==> src/rtl/pc_sequencer.sv <==
// Multi-cycle PC sequencer: fetches an instruction, decodes control flow,
// resolves branches on the ALU zero flag and pulses the PC write once per instruction.
module pc_sequencer (
  input  logic        clk,
  input  logic        reset,
  input  logic [31:0] instr,
  input  logic        instr_valid,
  input  logic        zero,
  output logic        instr_req,
  output logic [1:0]  S,
  output logic        pc_we,
  output logic        link_we,
  output logic [31:0] ir,
  output logic [1:0]  state
);

  localparam logic [1:0] FETCH  = 2'd0;
  localparam logic [1:0] DECODE = 2'd1;
  localparam logic [1:0] EXEC   = 2'd2;
  localparam logic [1:0] UPDATE = 2'd3;

  localparam logic [1:0] SEL_PC4    = 2'd0;
  localparam logic [1:0] SEL_BRANCH = 2'd1;
  localparam logic [1:0] SEL_JUMP   = 2'd2;
  localparam logic [1:0] SEL_REG    = 2'd3;

  logic [1:0] s_reg;
  logic       link_flag;
  logic       br_pend;
  logic       br_ne;

  logic [1:0] dec_s;
  logic       dec_link;
  logic       dec_br;
  logic       dec_ne;
  logic       br_taken;

  // Handshake: instr_req is the ready side; an instruction transfers on any
  // cycle where instr_req and instr_valid are both high. instr_valid is a
  // don't-care whenever instr_req is low.
  assign instr_req = (state == FETCH) && !reset;
  assign pc_we     = (state == UPDATE);
  assign link_we   = (state == UPDATE) && link_flag;
  assign S         = s_reg;

  always_comb begin
    dec_s    = SEL_PC4;
    dec_link = 1'b0;
    dec_br   = 1'b0;
    dec_ne   = 1'b0;
    case (ir[31:26])
      6'b000010: dec_s = SEL_JUMP;
      6'b000011: begin
        dec_s    = SEL_JUMP;
        dec_link = 1'b1;
      end
      6'b000000: if (ir[5:0] == 6'b001000) dec_s = SEL_REG;
      6'b000100: dec_br = 1'b1;
      6'b000101: begin
        dec_br = 1'b1;
        dec_ne = 1'b1;
      end
      default: dec_s = SEL_PC4;
    endcase
  end

  assign br_taken = br_ne ? !zero : zero;

  always_ff @(posedge clk or posedge reset) begin
    if (reset) begin
      state     <= FETCH;
      ir        <= 32'd0;
      s_reg     <= SEL_PC4;
      link_flag <= 1'b0;
      br_pend   <= 1'b0;
      br_ne     <= 1'b0;
    end else begin
      case (state)
        FETCH: begin
          if (instr_valid) begin
            ir    <= instr;
            state <= DECODE;
          end
        end
        DECODE: begin
          s_reg     <= dec_s;
          link_flag <= dec_link;
          br_pend   <= dec_br;
          br_ne     <= dec_ne;
          state     <= EXEC;
        end
        EXEC: begin
          // Branch select stays 0 until zero is sampled on this edge.
          if (br_pend) s_reg <= br_taken ? SEL_BRANCH : SEL_PC4;
          state <= UPDATE;
        end
        UPDATE: begin
          s_reg     <= SEL_PC4;
          link_flag <= 1'b0;
          br_pend   <= 1'b0;
          br_ne     <= 1'b0;
          state     <= FETCH;
        end
        default: state <= FETCH;
      endcase
    end
  end

endmodule

==> config.mk <==
export PLATFORM = sky130hd
export DESIGN_NAME = pc_sequencer
export DESIGN_NICKNAME = d
export VERILOG_FILES = /design/src/rtl/pc_sequencer.sv
export SDC_FILE = /design/constraint.sdc
export NUM_CORES = 1
export LEC_CHECK = 0
export CORE_MARGIN = 3
export CORE_UTILIZATION = 40
export DETAILED_ROUTE_END_ITERATION = 12
export GPL_TIMING_DRIVEN = 0
export HOLD_SLACK_MARGIN = 0.12
export PLACE_DENSITY = 0.83
export SYNTH_ARGS = -nofsm -noshare
export SYNTH_HDL_FRONTEND = slang
export SYNTH_SLANG_ARGS = --single-unit
==> constraint.sdc <==
create_clock -name clk -period 3.6 [get_ports clk]
set_clock_uncertainty 0.05 [all_clocks]
set_input_delay 0.72 -clock clk [delete_from_list [all_inputs] [get_ports clk]]
set_output_delay 0.72 -clock clk [all_outputs]
set_load 0.05 [all_outputs]
* Word-level counts from Yosys, hierarchy flattened
Cells that the tools add are included.
Cells by class: equal/unequal tests 10, muxes and demuxes 14, reductions and logical operators 12
Operator list (count):
- equality test 6 x 2 -> 1 bit, second input constant | 2
- equality test 6 x 3 -> 1 bit, second input constant | 2
- one-hot mux 2 bit (4 select lines) | 1
- equality test 6 x 4 -> 1 bit, second input constant | 1
- logical NOT 6 bit | 1
- two-way mux 2 bit | 3
- one-hot mux 1 bit (2 select lines) | 3
- one-hot mux 2 bit (3 select lines) | 1
- two-way mux 1 bit | 5
- equality test 2 bit, second input constant | 2
- != test 2 bit, second input constant | 2
- one-hot mux 2 bit (2 select lines) | 1
- AND reduction 2 bit | 2
- OR reduction 2 bit | 2
- nonzero test 3 bit | 1
- equality test 2 x 1 -> 1 bit, second input constant | 1
- logical AND 1 bit | 2
- logical NOT 1 bit | 2
- logical NOT 2 bit | 1
- nonzero test 2 bit | 1
Word-level totals: bits in registers 39, output and inout port bits 39, word-level logic and storage cells 42

* Longest topological paths before layout
Gate-level depths: netlist of the first run.
depth after elaboration 5, mapped depth 5

* Least setup slack after synthesis of the first run
Ideal clock, no wire load.
path type register to output, start point register state[1], end point output link_we, data required time 2.830 ns, stages on the path, launching flop included 3, arrival 1.808 ns, slack 1.022 ns, cell sequence dfrtp_1 ha_1 and2_1
On the way: longest elaborated chain between the ends 2
Ends and longest elaborated chain:
- from (decl) | line 14 | output logic [1:0] state
- from (signal assigned) | line 71 | state <= FETCH;
- from (signal assigned) | line 82 | state <= DECODE;
- from (signal assigned) | line 90 | state <= EXEC;
- equality test 2 bit
- via pc_we | line 11 | output logic pc_we,
- logical AND 1 bit | line 43 | assign link_we = (state == UPDATE) && link_flag;
- to (decl) | line 12 | output logic link_we,
The timed path passes the listed nets, and every way through them passes these cells.

* Final worst setup path of the first run
start point input reset, end point output instr_req
On the way: longest elaborated chain between the ends 2
Ends and longest elaborated chain:
- from (decl) | line 5 | input logic reset,
- logical NOT 1 bit (no source line)
- logical AND 1 bit | line 41 | assign instr_req = (state == FETCH) && !reset;
- to (decl) | line 9 | output logic instr_req,
Every way passes these cells.

==> reports/metrics.yaml, run 1 <==
rsz0062_at_grt: "false"
grt_max_degree: 21
grt_pass1_vias: 1364
crit_slowest_cell: "clkdlybuf4s50_1"
synthArstFlopShare_pct: 100
yosys-top-cells-count: "dfrtp_1 (39), mux2_2 (33), a21oi_1 (5), ha_1 (5), nor2b_1 (4)"
clock-sinks: 39
ys_ff_latch: 39
cts_tree: "yes"
grt_usage_pct: 17.1
cp.required_ns: 2.83
syn_avg_cell_area_um2: 14.5
rows: 22
critical_path_class: "in2out"
drtPass1Iterations: 4
worst_hold_slack_ns: 0.459
ys_warn_count: 0
clk_latency_ns: 0.29
clock-root-buffer: "clkbuf_8"
antenna_cells: 0
final_cells: 245
synth_top_family_by_area: "multiplexers"
crit_fanout: 2
ys_seq_area_share_pct: 59.0
cts_resized: 0
critPathBufInv: 2
drv_cap: 0
synth.top_cells.by_area: "dfrtp_1 (59%), mux2_2 (22%), ha_1 (3.8%)"
period_share_pct: 78.8
path_common_cell: "clkdlybuf4s50_1"
synth.most_common_cell: "dfrtp_1"
status: "complete, no violations"
path_cells: "clkdlybuf4s50_1, nor2b_1, clkdlybuf4s50_1"
areaGrowthSynthToFinish_pct: 56.4
fin_crit_ns: 2.84
antenna_found_initial: 0
yosys.area.top_type: "dfrtp_1"
yosys.area_share.simple_pct: 8.93
worstPathArrival_ns: 2.07
multi_input_area_um2: 644
vias_per_cell: 4.93
gr-total-overflow: 0
muxShareOfSynthArea_pct: 22.5
portBuffers: 74
drive_gt1_share_pct: 24.4
start_util_pct: 43.2
syn_inst: 114
path_clk_slew_ns: 0.07
h-tree-depth: 2
gp_congestion: 0.809
dpl.cell_count: 237
final_net_count: 237
numCtsBuffers: 5
hold_path_class: "reg2reg"
synth_top_cell_area_share_pct: 59.0
routedWlPerCell_um: 16.0
postLayoutCoreUtil_pct: 67.6
tightest_slew_ns: 0.849
synthXorXnorAreaFrac_pct: 0.530
worstSetupEndpointType: "output pin"
synth-main-ff-cell: "dfrtp_1"
fill_cells: 266
drt_iter0_markers: 45
drt.antenna.violating_nets: 0
max_stage_delay_ns: 0.81
die_h_um: 70.3
post_cts_buffers: 0
clockBufferDepth: 2
core-area_um2: 3830
remaining_drc_errors: 0
netlist_area_um2: 1650
die_w_um: 70.3
critPathTopFamily: "buffers and inverters"
wl_um: 3920
ioPinCount: 75
synth_compound_area_share_pct: 3.25
num_vias: 1208
seq_area_um2: 976
clock.fmax_mhz: 352
die_area_um2: 4940
tns_ns: 0
syn_nets: 155
slew_headroom_pct: 43.3
final_max_slew_viol_count: 0
synthAdderAreaFrac_pct: 3.78
hold_violations: 0
ys_types: 22
holdBufCountCts: 0
synth-edff-count: 0
setup_viol: 0
grt_pass1_wl_um: 6560
cp-start-kind: "input port"
place_hpwl_um: 3090
final cells by class:
class	count	area share (%)
sequential	39	37.7
timing repair buffer	75	29.7
multi-input combinational	69	24.9
clock buffer	7	3.73
tap	48	2.32
buffer	3	0.871
inverter	3	0.435
clock inverter	1	0.290
kinds of logic after synthesis:
| group | count (synthesis) |
|---|---|
| flip-flops | 39 |
| multiplexers | 33 |
| buffers and inverters | 6 |
| adder cells (fa/ha/maj) | 5 |
| XOR/XNOR | 1 |
| AO/OA/AOI/OAI | 9 |
| AND/OR/NAND/NOR | 21 |
cells in the final DEF, fill, tap and decap left out:
cell type,instances
inv_1,3
a21oi_1,5
nor2b_1,4
nor3_1,2
nor2_1,2
clkdlybuf4s50_1,74
a2bb2oi_1,1
o21ai_0,1
clkinvlp_4,1
buf_16,1
mux2_2,33
nor4b_2,1
dfrtp_1,39
a211oi_1,1
buf_4,3
nor4_2,1
and2_1,1
ha_1,5
nand2b_1,3
clkbuf_8,7
nand2_1,2
nand3_1,1
nor4_4,1
nand4_1,3
xor2_1,1
o31ai_1,1
routing by layer:
layer	GRT usage [%]	vias to the layer above	routed length, um
met1	18.3	583	1450
li1	-	564	-
met4	5.74	0	52
met5	0	-	0
met2	28.7	55	1950
met3	9.06	6	467
registers in the layout, summed over array words and instances, names as in the netlist:
name and cells:
state 2, S 2, ir 32, br_pend 1, br_ne 1, link_flag 1
worst paths after layout:
check | start | to | slack [ns] | cells past startpoint
worst max-delay path | reset | instr_req | 0.76 | 3
worst min-delay path | ir[6]$_DFFE_PP0P_ | ir[6]$_DFFE_PP0P_ | 0.46 | 1
worst max register to register | state[0]$_DFFE_PP0P_ | ir[19]$_DFFE_PP0P_ | 1.90 | 5
worst min register to register | ir[6]$_DFFE_PP0P_ | ir[6]$_DFFE_PP0P_ | 0.46 | 1
max in group asynchronous | reset | ir[21]$_DFFE_PP0P_ | 2.04 | 3
min in group asynchronous | reset | ir[3]$_DFFE_PP0P_ | 0.89 | 2
metrics by stage:
step	cell area, um^2	worst slack, ns
finish	2590	0.763
global route	2590	0.696
CTS	2590	0.764
detailed placement	2480	0.768
global placement	2450	0.773
floorplan	1650	1.02
Power of run 1 is left out: the tool's default activity adds up to more than one toggle a clock period on the data nets, which glitch-free logic cannot reach.
==> run 2: changes to the inputs <==
--- a/config.mk
+++ b/config.mk
@@ -6,11 +6,11 @@
 export NUM_CORES = 1
 export LEC_CHECK = 0
 export CORE_MARGIN = 3
-export CORE_UTILIZATION = 40
+export CORE_UTILIZATION = 37
 export DETAILED_ROUTE_END_ITERATION = 12
 export GPL_TIMING_DRIVEN = 0
 export HOLD_SLACK_MARGIN = 0.12
-export PLACE_DENSITY = 0.83
+export PLACE_DENSITY = 0.8
 export SYNTH_ARGS = -nofsm -noshare
 export SYNTH_HDL_FRONTEND = slang
 export SYNTH_SLANG_ARGS = --single-unit
==> constraint.sdc (replaced) <==
create_clock -name clk -period 2.3 [get_ports clk]
set_clock_uncertainty 0.05 [all_clocks]
set_input_delay 0.46 -clock clk [delete_from_list [all_inputs] [get_ports clk]]
set_output_delay 0.46 -clock clk [all_outputs]
set_load 0.05 [all_outputs]
==> run 2 against run 1 <==
Final area down 1.9%. Worst hold slack better by 0.0013 ns. Utilization down 6.4 points. Via count down 3.1%. Global-route usage down 1.6 points. Wire length down 5.5%. Final cell count up 0.41%. Die area up 7.4%. Critical endpoint is now ir[27]. Worst setup slack worse by 0.59 ns. Non-clock buffer count down 1.
==> reports/metrics.yaml, run 2 (same netlist as run 1, synthesis figures left out) <==
antenna_cells: 0  # unchanged
clockBufferDepth: 2  # unchanged
h-tree-depth: 2  # unchanged
portBuffers: 74  # unchanged
ioPinCount: 75  # unchanged
clock-sinks: 39  # unchanged
hold_path_class: "reg2reg"
drt.antenna.violating_nets: 0  # unchanged
drive_gt1_share_pct: 24.5  # +0.12 points
die_w_um: 72.9  # +3.6%
layout_common_cells: "clkdlybuf4s50_1 (71), dfrtp_1 (39), mux2_2 (33)"
worstSetupEndpointType: "output pin"
tightest_slew_ns: 0.778  # -0.0705 ns
start_util_pct: 39.9  # -3.3 points
clock-root-buffer: "clkbuf_8"
max_stage_delay_ns: 0.86  # +0.05 ns
place_hpwl_um: 2940  # -5.1%
fin_crit_ns: 2.12
critPathTopFamily: "buffers and inverters"
die_h_um: 72.9  # +3.6%
grt_pass1_wl_um: 6270  # -4.3%
slew_headroom_pct: 48.0  # +4.7 points
setup_viol: 0  # unchanged
cp.required_ns: 1.79  # -1.04 ns
largest_register_ffs: 32  # unchanged
post-place-ws_ns: -0.0325  # -0.800 ns
grt_usage_pct: 15.4  # -1.6 points
gp_congestion: 0.870  # +7.5%
busiest_layer: "met2"
cp-start-kind: "flop"
cts_tree: "yes"
setup_slack_ns: 0.175  # -0.588 ns
holdBufCountCts: 0  # unchanged
clk_latency_ns: 0.28  # about the same
holdPathEnd: "ir[14]$_DFFE_PP0P_"
drt_iter0_markers: 37  # -18%
routedWlPerCell_um: 15.0  # -5.9%
crit_fanout: 6  # +4
core-area_um2: 4140  # +8.3%
final_net_count: 236  # -0.42%
grt.met2_usage_pct: 26.6  # -2.1 points
hold_depth: 1  # unchanged
path_clk_slew_ns: 0.07  # about the same
crit_slowest_cell: "clkdlybuf4s50_1"
hold_violations: 0  # unchanged
dpl.cell_count: 238  # +0.42%
worstPathArrival_ns: 1.61  # -0.46 ns
rsz0062_at_grt: "false"
critPathBufInv: 1  # -1
r2r_cells: 5  # unchanged
postLayoutCoreUtil_pct: 61.2  # -6.4 points
tns_ns: 0  # unchanged
worstReg2RegEnd: "ir[0]$_DFFE_PP0P_"
drtPass1Iterations: 3  # -1
mostFrequentLayoutCell: "clkdlybuf4s50_1"
antenna_found_initial: 0  # unchanged
top_register: "ir"
status: "complete, no violations"
numCtsBuffers: 5  # unchanged
critical_path_class: "reg2out"
wl_um: 3700  # -5.5%
areaGrowthSynthToFinish_pct: 53.4
final_cells: 246  # +0.41%
grt_pass1_vias: 1365  # +0.073%
grtUsageMet3_pct: 4.55  # -4.5 points
num_vias: 1171  # -3.1%
rows: 23  # +4.5%
r2r_setup_slack_ns: 0.58  # -1.32 ns
clock.fmax_mhz: 471
vias_per_cell: 4.76  # -3.5%
grt_max_degree: 40  # +90%
reg2reg_from: "state[0]$_DFFE_PP0P_"
die_area_um2: 5310  # +7.4%
path_cells: "clkdlybuf4s50_1"
holdCritStartpoint: "ir[14]$_DFFE_PP0P_"
gr-total-overflow: 0  # unchanged
grtUsageMet1_pct: 18.3  # about the same
final_max_slew_viol_count: 0  # unchanged
drv_cap: 0  # unchanged
period_share_pct: 92.4
remaining_drc_errors: 0  # unchanged
run 2: worst register-to-register path, cell delays in order (launching register included):
cell     delay, ns
dfrtp_1       0.41
inv_1         0.11
ha_1          0.23
nand2_1       0.20
buf_4         0.24
mux2_2        0.36
run 2: worst max path at each step:
stage	startpoint	cells after the start	slack [ns]	to
floorplan	state[0]$_DFFE_PP0P_	3	0.12	instr_req
global placement	reset	3	-0.01	instr_req
detailed placement	reset	3	-0.03	instr_req
CTS	state[1]$_DFFE_PP0P_	2	0.008	pc_we
global route	state[1]$_DFFE_PP0P_	3	0.1	link_we
finish	ir[27]$_DFFE_PP0P_	1	0.18	ir[27]
run 2: what timing repair did:
action                     CTS  global route
setup buffers                0             0
pin swaps                    0             0
resized for setup            2             3
setup endpoints to repair    2             2
run 2: stage by stage:
stage / instance area (um^2) / hold slack [ns]
after floorplan: 1660 / 0.455
final: 2540 / 0.460
after detailed placement: 2460 / 0.447
after CTS: 2540 / 0.463
after global routing: 2540 / 0.478
after global placement: 2460 / 0.439
run 2: area by class of cell:
type	count	area (um^2)
sequential	39	976
clock buffer	7	76.3
tap	50	62.6
timing repair buffer	74	737
buffer	3	22.5
fill	343	1610
clock inverter	1	5.00
inverter	3	11.3
multi-input combinational	69	647
run 2: per-layer routing:
metal / share of wire (%) / wire (um) / up-vias
met1: 41 / 1500 / 552
met4: 1.1 / 42 / 0
li1: - / - / 564
met2: 50 / 1860 / 50
met5: 0 / 0 / -
met3: 7.9 / 294 / 5
Power of run 2 is left out for the same reason.
